===== config.mk =====
export PLATFORM = sky130hd
export DESIGN_NAME = noc_out_port_flat
export DESIGN_NICKNAME = d
export VERILOG_FILES = /design/src/rtl/noc_pkg.sv /design/src/rtl/noc_out_port_if.sv /design/src/rtl/noc_out_fifo.sv /design/src/rtl/noc_out_port.sv /design/src/flat_wrapper.sv
export SDC_FILE = /design/constraint.sdc
export NUM_CORES = 1
export LEC_CHECK = 0
export ABC_AREA = 1
export BUFFER_PORTS_ARGS = -buffer_cell sky130_fd_sc_hd__clkbuf_2
export CAP_MARGIN = 20
export CORE_ASPECT_RATIO = 1.2
export CORE_UTILIZATION = 30
export CTS_BUF_LIST = sky130_fd_sc_hd__clkbuf_16
export DETAILED_ROUTE_END_ITERATION = 8
export RECOVER_POWER = 25
export SLEW_MARGIN = 40
export SYNTH_ARGS = -nofsm -noshare
export SYNTH_HDL_FRONTEND = slang
export SYNTH_SLANG_ARGS = --single-unit

===== constraint.sdc =====
create_clock -name clk -period 4.5 [get_ports clk]
set_input_delay 0.9 -clock clk [delete_from_list [all_inputs] [get_ports clk]]
set_output_delay 0.9 -clock clk [all_outputs]
set_load 0.05 [all_outputs]

===== src/rtl/noc_pkg.sv =====
// noc_pkg: shared NoC router definitions.
//   PORT_NUM / PORT_W : number of router ports and width of a port index
//   port_e            : port index encoding (W=0, E=1, S=2, N=3, L=4)
//   onehot_ok()       : true when a turn vector has exactly one bit set
//   onehot_idx()      : index of the set bit of a turn vector (lowest set bit)
package noc_pkg;

  localparam int PORT_NUM = 5;
  localparam int PORT_W   = 3;

  typedef enum logic [PORT_W-1:0] {
    W = 3'd0,
    E = 3'd1,
    S = 3'd2,
    N = 3'd3,
    L = 3'd4
  } port_e;

  function automatic logic onehot_ok(input logic [PORT_NUM-1:0] v);
    int n;
    n = 0;
    for (int i = 0; i < PORT_NUM; i++) n += int'(v[i]);
    return n == 1;
  endfunction

  // Only meaningful when onehot_ok(v); always returns a legal index so the
  // mux that consumes it never selects outside the port range.
  function automatic logic [PORT_W-1:0] onehot_idx(input logic [PORT_NUM-1:0] v);
    logic [PORT_W-1:0] idx;
    idx = '0;
    for (int i = PORT_NUM - 1; i >= 0; i--) begin
      if (v[i]) idx = PORT_W'(i);
    end
    return idx;
  endfunction

endpackage


===== src/rtl/noc_out_port_if.sv =====
// noc_out_port_if: handshake bundle between the arbiter/input FIFOs, one
// output port and its downstream link.
//   turn_i      : one-hot turn vector from the arbiter
//   in_valid_i  : input FIFO head valid, one bit per port
//   in_data_i   : input head payloads, port k at [k*DATA_W +: DATA_W]
//   in_dest_i   : input head destination index, port k at [k*PORT_W +: PORT_W]
//   in_pop_o    : pop strobe back to the input FIFOs
//   out_valid_o / out_ready_i / out_data_o : output link handshake
// Modports: slave = the output port, master = whatever drives it.
interface noc_out_port_if #(
  parameter int DATA_W = 32
);
  import noc_pkg::*;

  logic [PORT_NUM-1:0]        turn_i;
  logic [PORT_NUM-1:0]        in_valid_i;
  logic [PORT_NUM*DATA_W-1:0] in_data_i;
  logic [PORT_NUM*PORT_W-1:0] in_dest_i;
  logic [PORT_NUM-1:0]        in_pop_o;
  logic                       out_valid_o;
  logic                       out_ready_i;
  logic [DATA_W-1:0]          out_data_o;

  modport master (
    output turn_i, in_valid_i, in_data_i, in_dest_i, out_ready_i,
    input  in_pop_o, out_valid_o, out_data_o
  );

  modport slave (
    input  turn_i, in_valid_i, in_data_i, in_dest_i, out_ready_i,
    output in_pop_o, out_valid_o, out_data_o
  );

endinterface


===== src/rtl/noc_out_fifo.sv =====
// noc_out_fifo: DEPTH x DATA_W first-word-fall-through buffer.
//   clk, rst : clock and asynchronous active-low reset
//   push/din : write din at the tail (caller guarantees !full or pop)
//   pop      : advance the head (caller guarantees !empty)
//   dout     : head entry, forced to 0 while empty
//   full/empty : occupancy flags
module noc_out_fifo #(
  parameter int DATA_W = 32,
  parameter int DEPTH  = 2
) (
  input  logic              clk,
  input  logic              rst,
  input  logic              push,
  input  logic [DATA_W-1:0] din,
  input  logic              pop,
  output logic [DATA_W-1:0] dout,
  output logic              full,
  output logic              empty
);

  localparam int AW = $clog2(DEPTH);

  logic [DATA_W-1:0] mem [DEPTH];
  logic [AW-1:0]     wr_ptr_reg;
  logic [AW-1:0]     rd_ptr_reg;
  logic [AW:0]       count_reg;

  // DEPTH is a power of two, so pointers wrap by natural overflow.
  always_ff @(posedge clk or negedge rst) begin
    if (!rst) begin
      wr_ptr_reg <= '0;
      rd_ptr_reg <= '0;
      count_reg  <= '0;
    end else begin
      if (push) wr_ptr_reg <= wr_ptr_reg + AW'(1);
      if (pop)  rd_ptr_reg <= rd_ptr_reg + AW'(1);
      case ({push, pop})
        2'b10:   count_reg <= count_reg + (AW+1)'(1);
        2'b01:   count_reg <= count_reg - (AW+1)'(1);
        default: count_reg <= count_reg;
      endcase
    end
  end

  // Storage is not reset: entries are only visible through count_reg.
  always_ff @(posedge clk) begin
    if (push) mem[wr_ptr_reg] <= din;
  end

  assign empty = (count_reg == '0);
  assign full  = (count_reg == (AW+1)'(DEPTH));
  assign dout  = empty ? '0 : mem[rd_ptr_reg];

endmodule


===== src/rtl/noc_out_port.sv =====
// noc_out_port: one router output. Uses the arbiter's one-hot turn to pick an
// input FIFO head, pops it when it targets this port and there is room,
// buffers it and drives the output link with valid/ready.
//   clk, rst   : clock and asynchronous active-low reset
//   bus        : noc_out_port_if.slave (turn, input heads, pops, output link)
//   flit_cnt_o : flits delivered on the output link (wrapping)
//   err_o      : sticky flag, set by any cycle whose turn is not one-hot
module noc_out_port
  import noc_pkg::*;
#(
  parameter int DATA_W  = 32,
  parameter int PORT_ID = 0,
  parameter int DEPTH   = 2,
  parameter int CNT_W   = 16
) (
  input  logic              clk,
  input  logic              rst,
  noc_out_port_if.slave     bus,
  output logic [CNT_W-1:0]  flit_cnt_o,
  output logic              err_o
);

  logic [DATA_W-1:0] head_data [PORT_NUM];
  logic [PORT_W-1:0] head_dest [PORT_NUM];

  genvar gi;
  generate
    for (gi = 0; gi < PORT_NUM; gi++) begin : g_unpack
      assign head_data[gi] = bus.in_data_i[gi*DATA_W +: DATA_W];
      assign head_dest[gi] = bus.in_dest_i[gi*PORT_W +: PORT_W];
    end
  endgenerate

  logic              turn_ok;
  logic [PORT_W-1:0] sel;
  logic              fifo_full;
  logic              fifo_empty;
  logic              xfer;
  logic              accept;
  logic [CNT_W-1:0]  flit_cnt_reg;
  logic              err_reg;

  assign turn_ok = onehot_ok(bus.turn_i);
  assign sel     = onehot_idx(bus.turn_i);

  assign bus.out_valid_o = ~fifo_empty;
  assign xfer            = bus.out_valid_o & bus.out_ready_i;

  // A full buffer still accepts when its head leaves in the same cycle.
  // Gating with rst keeps the pop strobes quiet while reset is held.
  assign accept = rst & turn_ok & bus.in_valid_i[sel]
                & (head_dest[sel] == PORT_W'(PORT_ID))
                & (~fifo_full | xfer);

  // Turn is one-hot whenever accept is high, so it doubles as the pop mask.
  assign bus.in_pop_o = accept ? bus.turn_i : '0;

  noc_out_fifo #(
    .DATA_W (DATA_W),
    .DEPTH  (DEPTH)
  ) u_fifo (
    .clk   (clk),
    .rst   (rst),
    .push  (accept),
    .din   (head_data[sel]),
    .pop   (xfer),
    .dout  (bus.out_data_o),
    .full  (fifo_full),
    .empty (fifo_empty)
  );

  always_ff @(posedge clk or negedge rst) begin
    if (!rst) begin
      flit_cnt_reg <= '0;
      err_reg      <= 1'b0;
    end else begin
      if (xfer) flit_cnt_reg <= flit_cnt_reg + CNT_W'(1);
      if (!turn_ok) err_reg <= 1'b1;
    end
  end

  assign flit_cnt_o = flit_cnt_reg;
  assign err_o      = err_reg;

endmodule

===== src/flat_wrapper.sv =====
// flat-port wrapper written by rule: the top's interface ports become plain ports
module noc_out_port_flat import noc_pkg::*;
#(
  parameter int DATA_W  = 32,
  parameter int PORT_ID = 0,
  parameter int DEPTH   = 2,
  parameter int CNT_W   = 16
)
  (clk, rst, flit_cnt_o, err_o, bus_turn_i, bus_in_valid_i, bus_in_data_i, bus_in_dest_i, bus_out_ready_i, bus_in_pop_o, bus_out_valid_o, bus_out_data_o);
  noc_out_port_if #(.DATA_W(DATA_W)) bus_i ();
  input  logic clk;
  input  logic rst;
  output logic [CNT_W-1:0] flit_cnt_o;
  output logic err_o;
  input wire logic [$bits(bus_i.turn_i)-1:0] bus_turn_i;
  input wire logic [$bits(bus_i.in_valid_i)-1:0] bus_in_valid_i;
  input wire logic [$bits(bus_i.in_data_i)-1:0] bus_in_data_i;
  input wire logic [$bits(bus_i.in_dest_i)-1:0] bus_in_dest_i;
  input wire logic [$bits(bus_i.out_ready_i)-1:0] bus_out_ready_i;
  output wire logic [$bits(bus_i.in_pop_o)-1:0] bus_in_pop_o;
  output wire logic [$bits(bus_i.out_valid_o)-1:0] bus_out_valid_o;
  output wire logic [$bits(bus_i.out_data_o)-1:0] bus_out_data_o;
  assign bus_i.turn_i = bus_turn_i;
  assign bus_i.in_valid_i = bus_in_valid_i;
  assign bus_i.in_data_i = bus_in_data_i;
  assign bus_i.in_dest_i = bus_in_dest_i;
  assign bus_i.out_ready_i = bus_out_ready_i;
  assign bus_in_pop_o = bus_i.in_pop_o;
  assign bus_out_valid_o = bus_i.out_valid_o;
  assign bus_out_data_o = bus_i.out_data_o;
  noc_out_port #(.DATA_W(DATA_W), .PORT_ID(PORT_ID), .DEPTH(DEPTH), .CNT_W(CNT_W)) u_core (.clk(clk), .rst(rst), .bus(bus_i), .flit_cnt_o(flit_cnt_o), .err_o(err_o));
endmodule

==> results of run 1 <==
## placed cells by master (no fill, tap or decap), types with 5 or more instances in the layout
cell type and count:
clkbuf_2 219, nand2_1 126, nor2_1 87, edfxtp_1 64, a21oi_1 56, o21ai_0 50
inv_1 47, o211ai_1 24, dfrtp_1 21, clkbuf_1 18, o21ai_1 17, xor2_1 11
clkbuf_16 9, buf_4 9, inv_2 8, nand3_1 8, a31oi_1 8, xnor2_1 5
## cells by family (layout without fill, tap and decap cells)
family	Yosys count	count (layout)
XOR/XNOR	16	16
AND/OR/NAND/NOR	242	242
flip-flops	85	85
AO/OA/AOI/OAI	156	156
adder cells (fa/ha/maj)	6	6
buffers and inverters	89	326
## how the worst max path moves through the flow
stage | from | endpoint | cells past startpoint
CTS | bus_turn_i[0] | bus_in_pop_o[3] | 15
detailed placement | bus_turn_i[0] | bus_in_pop_o[3] | 15
finish | bus_turn_i[0] | bus_in_pop_o[4] | 15
floorplan | bus_turn_i[0] | bus_in_pop_o[0] | 13
global route | bus_turn_i[0] | bus_in_pop_o[4] | 15
global placement | bus_turn_i[0] | bus_in_pop_o[3] | 15
## power by group
| part | internal (mW) | switching [mW] |
|---|---|---|
| Combinational | 0.362 | 1.25 |
| Sequential | 0.920 | 0.0568 |
| Clock | 0.426 | 0.283 |
## worst max-delay path, cell delays in order
cell and delay [ns]:
clkbuf_2 0.12, ha_1 0.29, inv_1 0.04, fa_1 0.47, inv_1 0.04, ha_1 0.18
fa_1 0.44, nor2_1 0.11, nand2_1 0.08, nor3b_2 0.17, nand2_1 0.09, nor2_2 0.12
inv_2 0.09, nor2_1 0.15, buf_6 0.18
## layer usage
metal / GRT usage / routed length, um / up-vias / part of all wire
met5: 0 / 0 / - / 0
met1: 0.239 / 6940 / 2188 / 0.43
met3: 0.0272 / 884 / 23 / 0.055
met4: 0.0746 / 354 / 0 / 0.022
li1: - / - / 2449 / -
met2: 0.313 / 7930 / 187 / 0.49
## area by class of cell
class | count | area, sq um | share of cell area
multi-input combinational | 420 | 2100 | 0.315
inverter | 57 | 216 | 0.0325
clock buffer | 9 | 225 | 0.0338
clock inverter | 7 | 65.1 | 0.00978
tap | 212 | 265 | 0.0399
sequential | 85 | 2450 | 0.368
timing repair buffer | 253 | 1340 | 0.201
## metrics by stage
step / hold slack [ns] / setup TNS (ns) / area (sq um) / instances / setup WS (ns)
4_1_cts: 0.480 / 0 / 6680 / 1043 / 0.00278
3_5_place_dp: 0.465 / 0 / 6390 / 1027 / 0.0162
5_1_grt: 0.495 / -0.124 / 6660 / 1043 / -0.0479
6_report: 0.472 / 0 / 6660 / 1043 / 0.133
2_1_floorplan: 0.463 / 0 / 4950 / 594 / 0.00654
3_3_place_gp: 0.460 / 0 / 6390 / 1027 / 0.0430
## repair_timing
action / CTS / global route
endpoints found under the setup margin: 0 / 5
hold buffers: 0 / 0
resized for setup: 0 / 19
setup buffers: 0 / 0
==> summary.md, run 1 <==
| Metric | Value |
|---|---|
| Status | `finished clean` |
| Die span in x | `119 um` |
| Die area | `17,000 sq um` |
| FFs w/ async S/R, synth | `0.247` |
| CTS H-Tree Depth | `3` |
| Clock root buffer | `clkbuf_16` |
| IO Pins | `243` |
| Synth cell types | `35` |
| WL per Instance | `15.4 um` |
| Slew Limit Fails | `0` |
| Post-DP HPWL | `12,100 um` |
| Port Buffers | `242` |
| Fin nets | `1,020` |
| Mean post-synth cell area | `8.32 sq um` |
| Clock slew at the register clock pins of the worst setup and hold paths | `0.06 ns` |
| Starting Density | `0.306` |
| Vias | `4,847` |
| Clock skew | `0.00545 ns` |
| Seq/Total Area, Yosys | `0.495` |
| #FFs+latches synth | `85` |
| Worst vdd ir | `0.000176 V` |
| Worst R2R End | `u_core.u_fifo.count_reg[1]$_DFFE_PN0P_` |
| Largest buffer count on any clock path | `2` |
| GPL Wtd Cong | `0.806` |
| DR vias/cell | `4.65` |
| TritonCTS clock tree | `yes` |
| Max Cap Viol | `0` |
| Hold path cells | `1` |
| Share of cells above drive strength 1 | `0.333` |
| Share of the synthesized area in the top cell type | `0.389` |
| Leak | `3.11 nW` |
| Max reg flops | `64` |
| Dominant cell type by area after synthesis | `edfxtp_1` |
| Slew headroom | `0.490` |
| Post-synthesis compound-gate area fraction | `0.173` |
| Hold Vio Cnt, Final | `0` |
| R2r startpoint | `u_core.u_fifo.count_reg[1]$_DFFE_PN0P_` |
| CTS Buf Count | `9` |
| Prevailing post-synth register cell | `edfxtp_1` |
| Post-Syn Area | `4940 sq um` |
| Fillers | `1,672` |
| Std-Cell Rows | `51` |
| Crit Path Category | `primary input to primary output` |
| XOR/XNOR Fraction of Synth Area | `0.0283` |
| Top cells by area, synth | `edfxtp_1, dfrtp_1, nand2_1` |
| Simple-gate share of the synthesized area | `0.210` |
| Top-count cell post-synth | `nand2_1` |
| Largest family of logic cells by synthesized area | `simple AND/OR/NAND/NOR gates` |
| WL final | `16,100 um` |
| Largest net degree at the start of global routing | `65` |
| Setup crit start kind | `primary input` |
| Fin crit period | `4.37 ns` |
| Tot Pwr | `3.29 mW` |
| Synth Area in Adders | `0.0182` |
| Worst Path Required | `3.60 ns` |
| Area grow syn2layout | `34.6%` |
| Starting DRT DRC Count | `197` |
| Die Y | `143 um` |
| Mapped Nets | `788` |
| DRC violations left | `0` |
| Final worst-path cycle share | `0.970` |
| Core Footprint | `16,100 sq um` |
| Hold Path End | `u_core.flit_cnt_o[15]$_DFFE_PN0P_` |
| Critical Path Sink Type | `primary output` |
| Final Setup Violations | `0` |
| WP data arrival | `3.47 ns` |
| Synth cell count leaders | `nand2_1, nor2_1, edfxtp_1` |
| Congestion Overflow GR | `0` |
| Worst-Skew Late Latency | `0.33 ns` |
| R2R cell count | `11` |
| First-pass GRT wire length | `23,800 um` |
| Actual slew at the worst max-slew pin | `0.764 ns` |
| HP Start | `u_core.flit_cnt_o[15]$_DFFE_PN0P_` |
| Mux cell area share after synthesis | `0` |
| Reg2Reg Setup Slack | `2.52 ns` |
| Antenna fix cells | `0` |
| Initial antenna violation count | `0` |
| Drt pass-1 iters | `5` |
| Mapped Cells | `594` |
| EDFF count, synth | `64` |
| Number of global-route vias before repair | `4,457` |
| Final Core Density | `0.412` |
| Fmax | `0.229 GHz` |
| Total GRT Usage | `0.186` |
| Antenna-violating nets left | `0` |
| HP Class | `flop to flop` |
| Max FO, Critical Path | `6` |
| Clock sinks | `85` |
| Pwr dens | `495 nW/um^2` |
| RSZ-0062 raised after global routing | `true` |
| Yosys Warn Count | `0` |
No activity file was read; power rests on OpenSTA's default activity.
==> run 2: changes to the inputs <==
Settings changed: CORE_UTILIZATION 30 to 35, PLACE_DENSITY set to 0.66.
Clock period 4.5 ns to 3.75 ns, I/O delays scaled along.
==> run 2 against run 1 <==
Effect of this change:
- the run now ends with setup timing left
- sequential cell count stayed put
- global-route usage is 2.2 points higher
- clock power is 29% higher
- non-clock buffer count is 21 higher
- critical path type unchanged
- largest power group unchanged
==> summary.md, run 2 (synthesis gave the netlist of run 1 again) <==
| Metric | Value |
|---|---|
| Reg2Reg Setup Slack | `1.28 ns` |
| Fillers | `1,366` |
| HP Class | `flop to flop` |
| Final worst-path cycle share | `1.07` |
| TritonCTS clock tree | `yes` |
| Max FO, Critical Path | `6` |
| Worst Path Required | `3.00 ns` |
| Std-Cell Rows | `47` |
| Antenna fix cells | `0` |
| NetSw | `1.88 mW` |
| Die area | `14,600 sq um` |
| R2r startpoint | `u_core.u_fifo.count_reg[0]$_DFFE_PN0P_` |
| CTS H-Tree Depth | `3` |
| Setup crit start kind | `primary input` |
| Design area | `6940 sq um` |
| DR vias/cell | `4.80` |
| WP data arrival | `3.26 ns` |
| Hold_ws | `0.473 ns` |
| Number of global-route vias before repair | `4,551` |
| Largest net degree at the start of global routing | `76` |
| DRC violations left | `0` |
| Hold Vio Cnt, Final | `0` |
| Antenna-violating nets left | `0` |
| Internal Power | `2.14 mW` |
| Most frequent cells in the layout | `clkbuf_2, nand2_1, nor2_1, edfxtp_1, a21oi_1` |
| Clock sinks | `85` |
| Critical Path Sink Type | `primary output` |
| Slew headroom | `0.199` |
| Fin nets | `1,041` |
| Placed Area | `6450 sq um` |
| GPL Wtd Cong | `0.796` |
| Met3 Use GR | `0.0345` |
| Slew Limit Fails | `0` |
| Status | `complete, but fails checks` |
| Die Y | `132 um` |
| Most common cell after layout, fill and taps aside | `clkbuf_2` |
| Sequential share of power | `0.292` |
| WL final | `15,700 um` |
| Fin crit period | `4.01 ns` |
| Starting Density | `0.358` |
| Port Buffers | `242` |
| Max Cap Viol | `0` |
| RSZ-0062 raised after global routing | `true` |
| Final Setup Violations | `37` |
| Largest buffer count on any clock path | `2` |
| CP startpoint | `bus_turn_i[1]` |
| Net Sw Frac | `0.468` |
| Starting DRT DRC Count | `236` |
| Crit Path Category | `primary input to primary output` |
| Final Worst Setup Slack | `-0.258 ns` |
| Initial antenna violation count | `0` |
| Actual slew at the worst max-slew pin | `1.20 ns` |
| Post-DP HPWL | `11,400 um` |
| Max reg flops | `64` |
| Total GRT Usage | `0.208` |
| IO Pins | `243` |
| First-pass GRT wire length | `23,700 um` |
| Hold Buf Count CTS | `0` |
| Core Footprint | `13,800 sq um` |
| Fmax | `0.250 GHz` |
| Pwr dens | `579 nW/um^2` |
| Clock share of power | `0.227` |
| HP Start | `u_core.err_o$_DFFE_PN0P_` |
| Grt met1 use | `0.250` |
| Clock slew at the register clock pins of the worst setup and hold paths | `0.06 ns` |
| Combinational group share of total power | `0.481` |
| Share of cells above drive strength 1 | `0.363` |
| CTS Buf Count | `9` |
| Area grow syn2layout | `40.4%` |
| Vias | `4,915` |
| Clock skew | `0.00780 ns` |
| Worst vdd ir | `0.000347 V` |
| Clock root buffer | `clkbuf_16` |
| Leak | `3.28 nW` |
| Drt pass-1 iters | `5` |
| Met2 usage | `0.376` |
| Die span in x | `111 um` |
| Grt peak-use layer | `met2` |
| Congestion Overflow GR | `0` |
| Worst-Skew Late Latency | `0.33 ns` |
| Failing checks | `setup timing` |
| WL per Instance | `15.3 um` |
==> run 2: cell types whose count changed in the layout (fill, tap and decap cells not counted), sizes merged <==
cell,change
buf,+20
bufinv,+1
clkbuf,+1
clkinv,-1
==> run 2: critical path, cell delays in order <==
cell	delay, ns
buf_8	0.10
ha_4	0.25
inv_2	0.03
fa_1	0.46
inv_1	0.04
ha_2	0.16
fa_1	0.43
nor2_1	0.10
nand2_1	0.08
nor3b_2	0.16
nand2_1	0.12
nor2_4	0.14
clkinv_4	0.12
nor2_2	0.15
buf_12	0.15
==> run 2: stage by stage <==
step	total power, mW	TNS, ns	utilization	std cells	worst slack (ns)
after floorplan	2.58	-0.577	-	594	-0.143
after global routing	4.20	-10.69	0.502	1023	-0.402
after detailed placement	3.15	-1.43	0.467	995	-0.302
final	4.02	-5.10	0.502	1023	-0.258
after global placement	3.14	-1.09	0.467	995	-0.249
after CTS	4.08	-1.49	0.498	1019	-0.224
==> run 2: cell type report <==
cell class              count  area, sq um  area share
multi-input cells         420         2140       0.308
inverters                  57          228      0.0328
repair buffers            274         1610       0.231
clock buffers               9          225      0.0324
clock inverters             7         82.6      0.0119
well taps                 171          214      0.0308
flip-flops and latches     85         2450       0.353
==> run 2: power groups by stage <==
stage | combinational, mW | sequential (mW) | clock, mW
2_1_floorplan | 1.27 | 1.31 | 0
3_3_place_gp | 1.95 | 1.19 | 0
3_5_place_dp | 1.96 | 1.19 | 0
4_1_cts | 1.98 | 1.17 | 0.926
5_1_grt | 2.06 | 1.18 | 0.960
6_report | 1.93 | 1.17 | 0.912
==> run 2: final timing paths <==
check	endpoint	cells past startpoint
min in group asynchronous	u_core.err_o$_DFFE_PN0P_	2
max in group asynchronous	u_core.flit_cnt_o[6]$_DFFE_PN0P_	2
worst max-delay path	bus_in_pop_o[1]	15
worst max register to register	u_core.u_fifo.mem[0][22]$_DFFE_PP_	16
worst min register to register	u_core.err_o$_DFFE_PN0P_	1
worst min-delay path	u_core.err_o$_DFFE_PN0P_	1
==> run 2: what timing repair did <==
| item | in CTS | in global routing |
|---|---|---|
| setup endpoints to repair | 5 | 37 |
| cloned | 0 | 3 |
| pin swaps | 0 | 1 |
| buffers inserted | 8 | 1 |
| resized for setup | 16 | 20 |
==> run 2: routing by layer <==
metal	up-vias	share of wire
li1	2490	-
met1	2217	0.41
met2	195	0.51
met3	13	0.066
met4	0	0.013
met5	-	0
==> run 3: changes to the inputs <==
Settings changed: BUFFER_PORTS_ARGS -buffer_cell sky130_fd_sc_hd__clkbuf_2 to -buffer_cell sky130_fd_sc_hd__buf_2, CTS_BUF_LIST sky130_fd_sc_hd__clkbuf_16 to not set.
==> run 3 against run 2 <==
Effect of this change:
- the run still ends with setup timing left
- total power down 2.3%
- critical path depth did not move
- critical path type unchanged
- highest routed layer unchanged
- setup slack better by 0.11 ns
- via count grew 0.16%
- critical endpoint is now bus_in_pop_o[2]
- fmax increased by 2.7%
- largest power group unchanged
- utilization shrank 0.51 points
- clock power is 11% lower
==> summary.md, run 3 (synthesis gave the netlist of run 1 again) <==
| Metric | Value |
|---|---|
| Status | `complete, but fails checks` |
| Failing checks | `setup timing` |
| Fin crit period | `3.90 ns` |
| Vias | `4,923` |
| Internal Power | `2.02 mW` |
| Most common cell after layout, fill and taps aside | `buf_2` |
| Clock share of power | `0.207` |
| Critical Path Sink Type | `primary output` |
| Max FO, Critical Path | `6` |
| Worst-Skew Late Latency | `0.34 ns` |
| Antenna fix cells | `0` |
| Max reg flops | `64` |
| Combinational group share of total power | `0.495` |
| Pwr dens | `572 nW/um^2` |
| DR vias/cell | `4.82` |
| First-pass GRT wire length | `23,700 um` |
| Most frequent cells in the layout | `buf_2, nand2_1, nor2_1, edfxtp_1, a21oi_1` |
| Final Worst Setup Slack | `-0.151 ns` |
| Clock skew | `0.00849 ns` |
| Fmax | `0.256 GHz` |
| Worst Path Required | `3.00 ns` |
| Congestion Overflow GR | `0` |
| WP data arrival | `3.15 ns` |
| Slowest Stage Delay on Critical Path | `0.47 ns` |
| Clock sinks | `85` |
| CTS H-Tree Depth | `3` |
| Port Buffers | `242` |
| Fin nets | `1,039` |
| Slew Limit Fails | `0` |
| Hold Vio Cnt, Final | `0` |
| Die Y | `132 um` |
| Max Cap Viol | `0` |
| DRC violations left | `0` |
| Area grow syn2layout | `39.0%` |
| RSZ-0062 raised after global routing | `true` |
| Sequential share of power | `0.299` |
| Clock slew at the register clock pins of the worst setup and hold paths | `0.06 ns` |
| Die span in x | `111 um` |
| Drt pass-1 iters | `4` |
| Initial antenna violation count | `0` |
| Largest buffer count on any clock path | `2` |
| Antenna-violating nets left | `0` |
| CTS Buf Count | `9` |
| TritonCTS clock tree | `yes` |
| Post-DP HPWL | `11,300 um` |
| Largest net degree at the start of global routing | `76` |
| Total GRT Usage | `0.208` |
| Actual slew at the worst max-slew pin | `1.15 ns` |
| Worst vdd ir | `0.000329 V` |
| Number of global-route vias before repair | `4,672` |
| Clock root buffer | `clkbuf_16` |
| HP Class | `flop to flop` |
| Starting Density | `0.358` |
| Setup crit start kind | `primary input` |
| WL final | `15,600 um` |
| Die area | `14,600 sq um` |
| Slew headroom | `0.232` |
| Tot Pwr | `3.93 mW` |
| Std-Cell Rows | `47` |
| Place WS | `-0.293 ns` |
| Cell Chain, Critical Path | `buf_6, ha_4, inv_2, fa_1, inv_1, ha_2, fa_1, nor2_1, nand2_1, nor3b_2, nand2_2, nor2_4, inv_4, nor2_2, buf_6` |
| Leak | `3.21 nW` |
| Crit Path Category | `primary input to primary output` |
| Final worst-path cycle share | `1.04` |
| WL per Instance | `15.3 um` |
| IO Pins | `243` |
| Share of cells above drive strength 1 | `0.367` |
| Core Footprint | `13,800 sq um` |
| NetSw | `1.91 mW` |
| Final Setup Violations | `37` |
| Net Sw Frac | `0.486` |
| GPL Wtd Cong | `0.796` |
| Starting DRT DRC Count | `257` |
| Slowest cell on the critical path | `fa_1` |
-- run 3: cell types whose count changed in the layout (fill, tap and decap cells not counted), moves of 2 or more --
cell,change
buf_2,+225
clkbuf_2,-225
buf_8,-4
buf_6,+3
bufinv_16,-2
clkinv_1,-2
nand2_1,-2
-- run 3: worst paths after layout --
path | start | to | slack [ns] | cells after the start
max reg2reg | u_core.u_fifo.count_reg[0]$_DFFE_PN0P_ | u_core.u_fifo.mem[0][27]$_DFFE_PP_ | 1.34 | 15
min reg2reg | u_core.flit_cnt_o[15]$_DFFE_PN0P_ | u_core.flit_cnt_o[15]$_DFFE_PN0P_ | 0.48 | 1
min in group asynchronous | rst | u_core.u_fifo.wr_ptr_reg$_DFFE_PN0N_ | 0.75 | 2
max | bus_turn_i[1] | bus_in_pop_o[2] | -0.15 | 15
min | u_core.flit_cnt_o[15]$_DFFE_PN0P_ | u_core.flit_cnt_o[15]$_DFFE_PN0P_ | 0.48 | 1
max in group asynchronous | rst | u_core.flit_cnt_o[6]$_DFFE_PN0P_ | 2.31 | 2
-- run 3: area by class of cell --
type	instances	area, sq um
flip-flops and latches	85	2450
clock inverters	7	51.3
inverters	57	225
clock buffers	9	225
multi-input cells	420	2150
well taps	171	214
fillers	1351	6950
repair buffers	272	1560
-- run 3: critical path: cells and delay by family --
| family | cells | cell delay, ns |
|---|---|---|
| adder cells (fa/ha/maj) | 4 | 1.31 |
| buffers and inverters | 5 | 0.41 |
| AND/OR/NAND/NOR | 6 | 0.66 |
-- run 3: stage by stage --
stage | instances | hold slack [ns] | cell area (sq um) | setup TNS, ns | util
3_5_place_dp | 994 | 0.463 | 6420 | -1.50 | 0.465
2_1_floorplan | 594 | 0.454 | 4980 | -0.577 | -
6_report | 1021 | 0.475 | 6870 | -1.40 | 0.497
3_3_place_gp | 994 | 0.458 | 6420 | -1.22 | 0.465
4_1_cts | 1017 | 0.399 | 6830 | -0.759 | 0.494
5_1_grt | 1021 | 0.499 | 6870 | -7.36 | 0.497
-- run 3: timing repair --
action                     4_1_cts  5_1_grt
pin swaps                        0        0
resized for setup               21        8
setup buffers                    7        1
gates cloned                     0        3
hold buffers                     0        0
setup endpoints to repair        5       37
-- run 3: power groups by stage --
stage | clock (mW) | sequential, mW | combinational (mW)
floorplan | 0 | 1.31 | 1.27
global placement | 0 | 1.19 | 1.94
detailed placement | 0 | 1.19 | 1.96
CTS | 0.832 | 1.17 | 1.98
global route | 0.853 | 1.18 | 2.07
finish | 0.812 | 1.17 | 1.95
-- run 3: routing by layer --
metal	wire length, um	track usage
met1	6350	0.242
met4	227	0.0689
met2	8260	0.389
met3	788	0.0294
met5	0	0
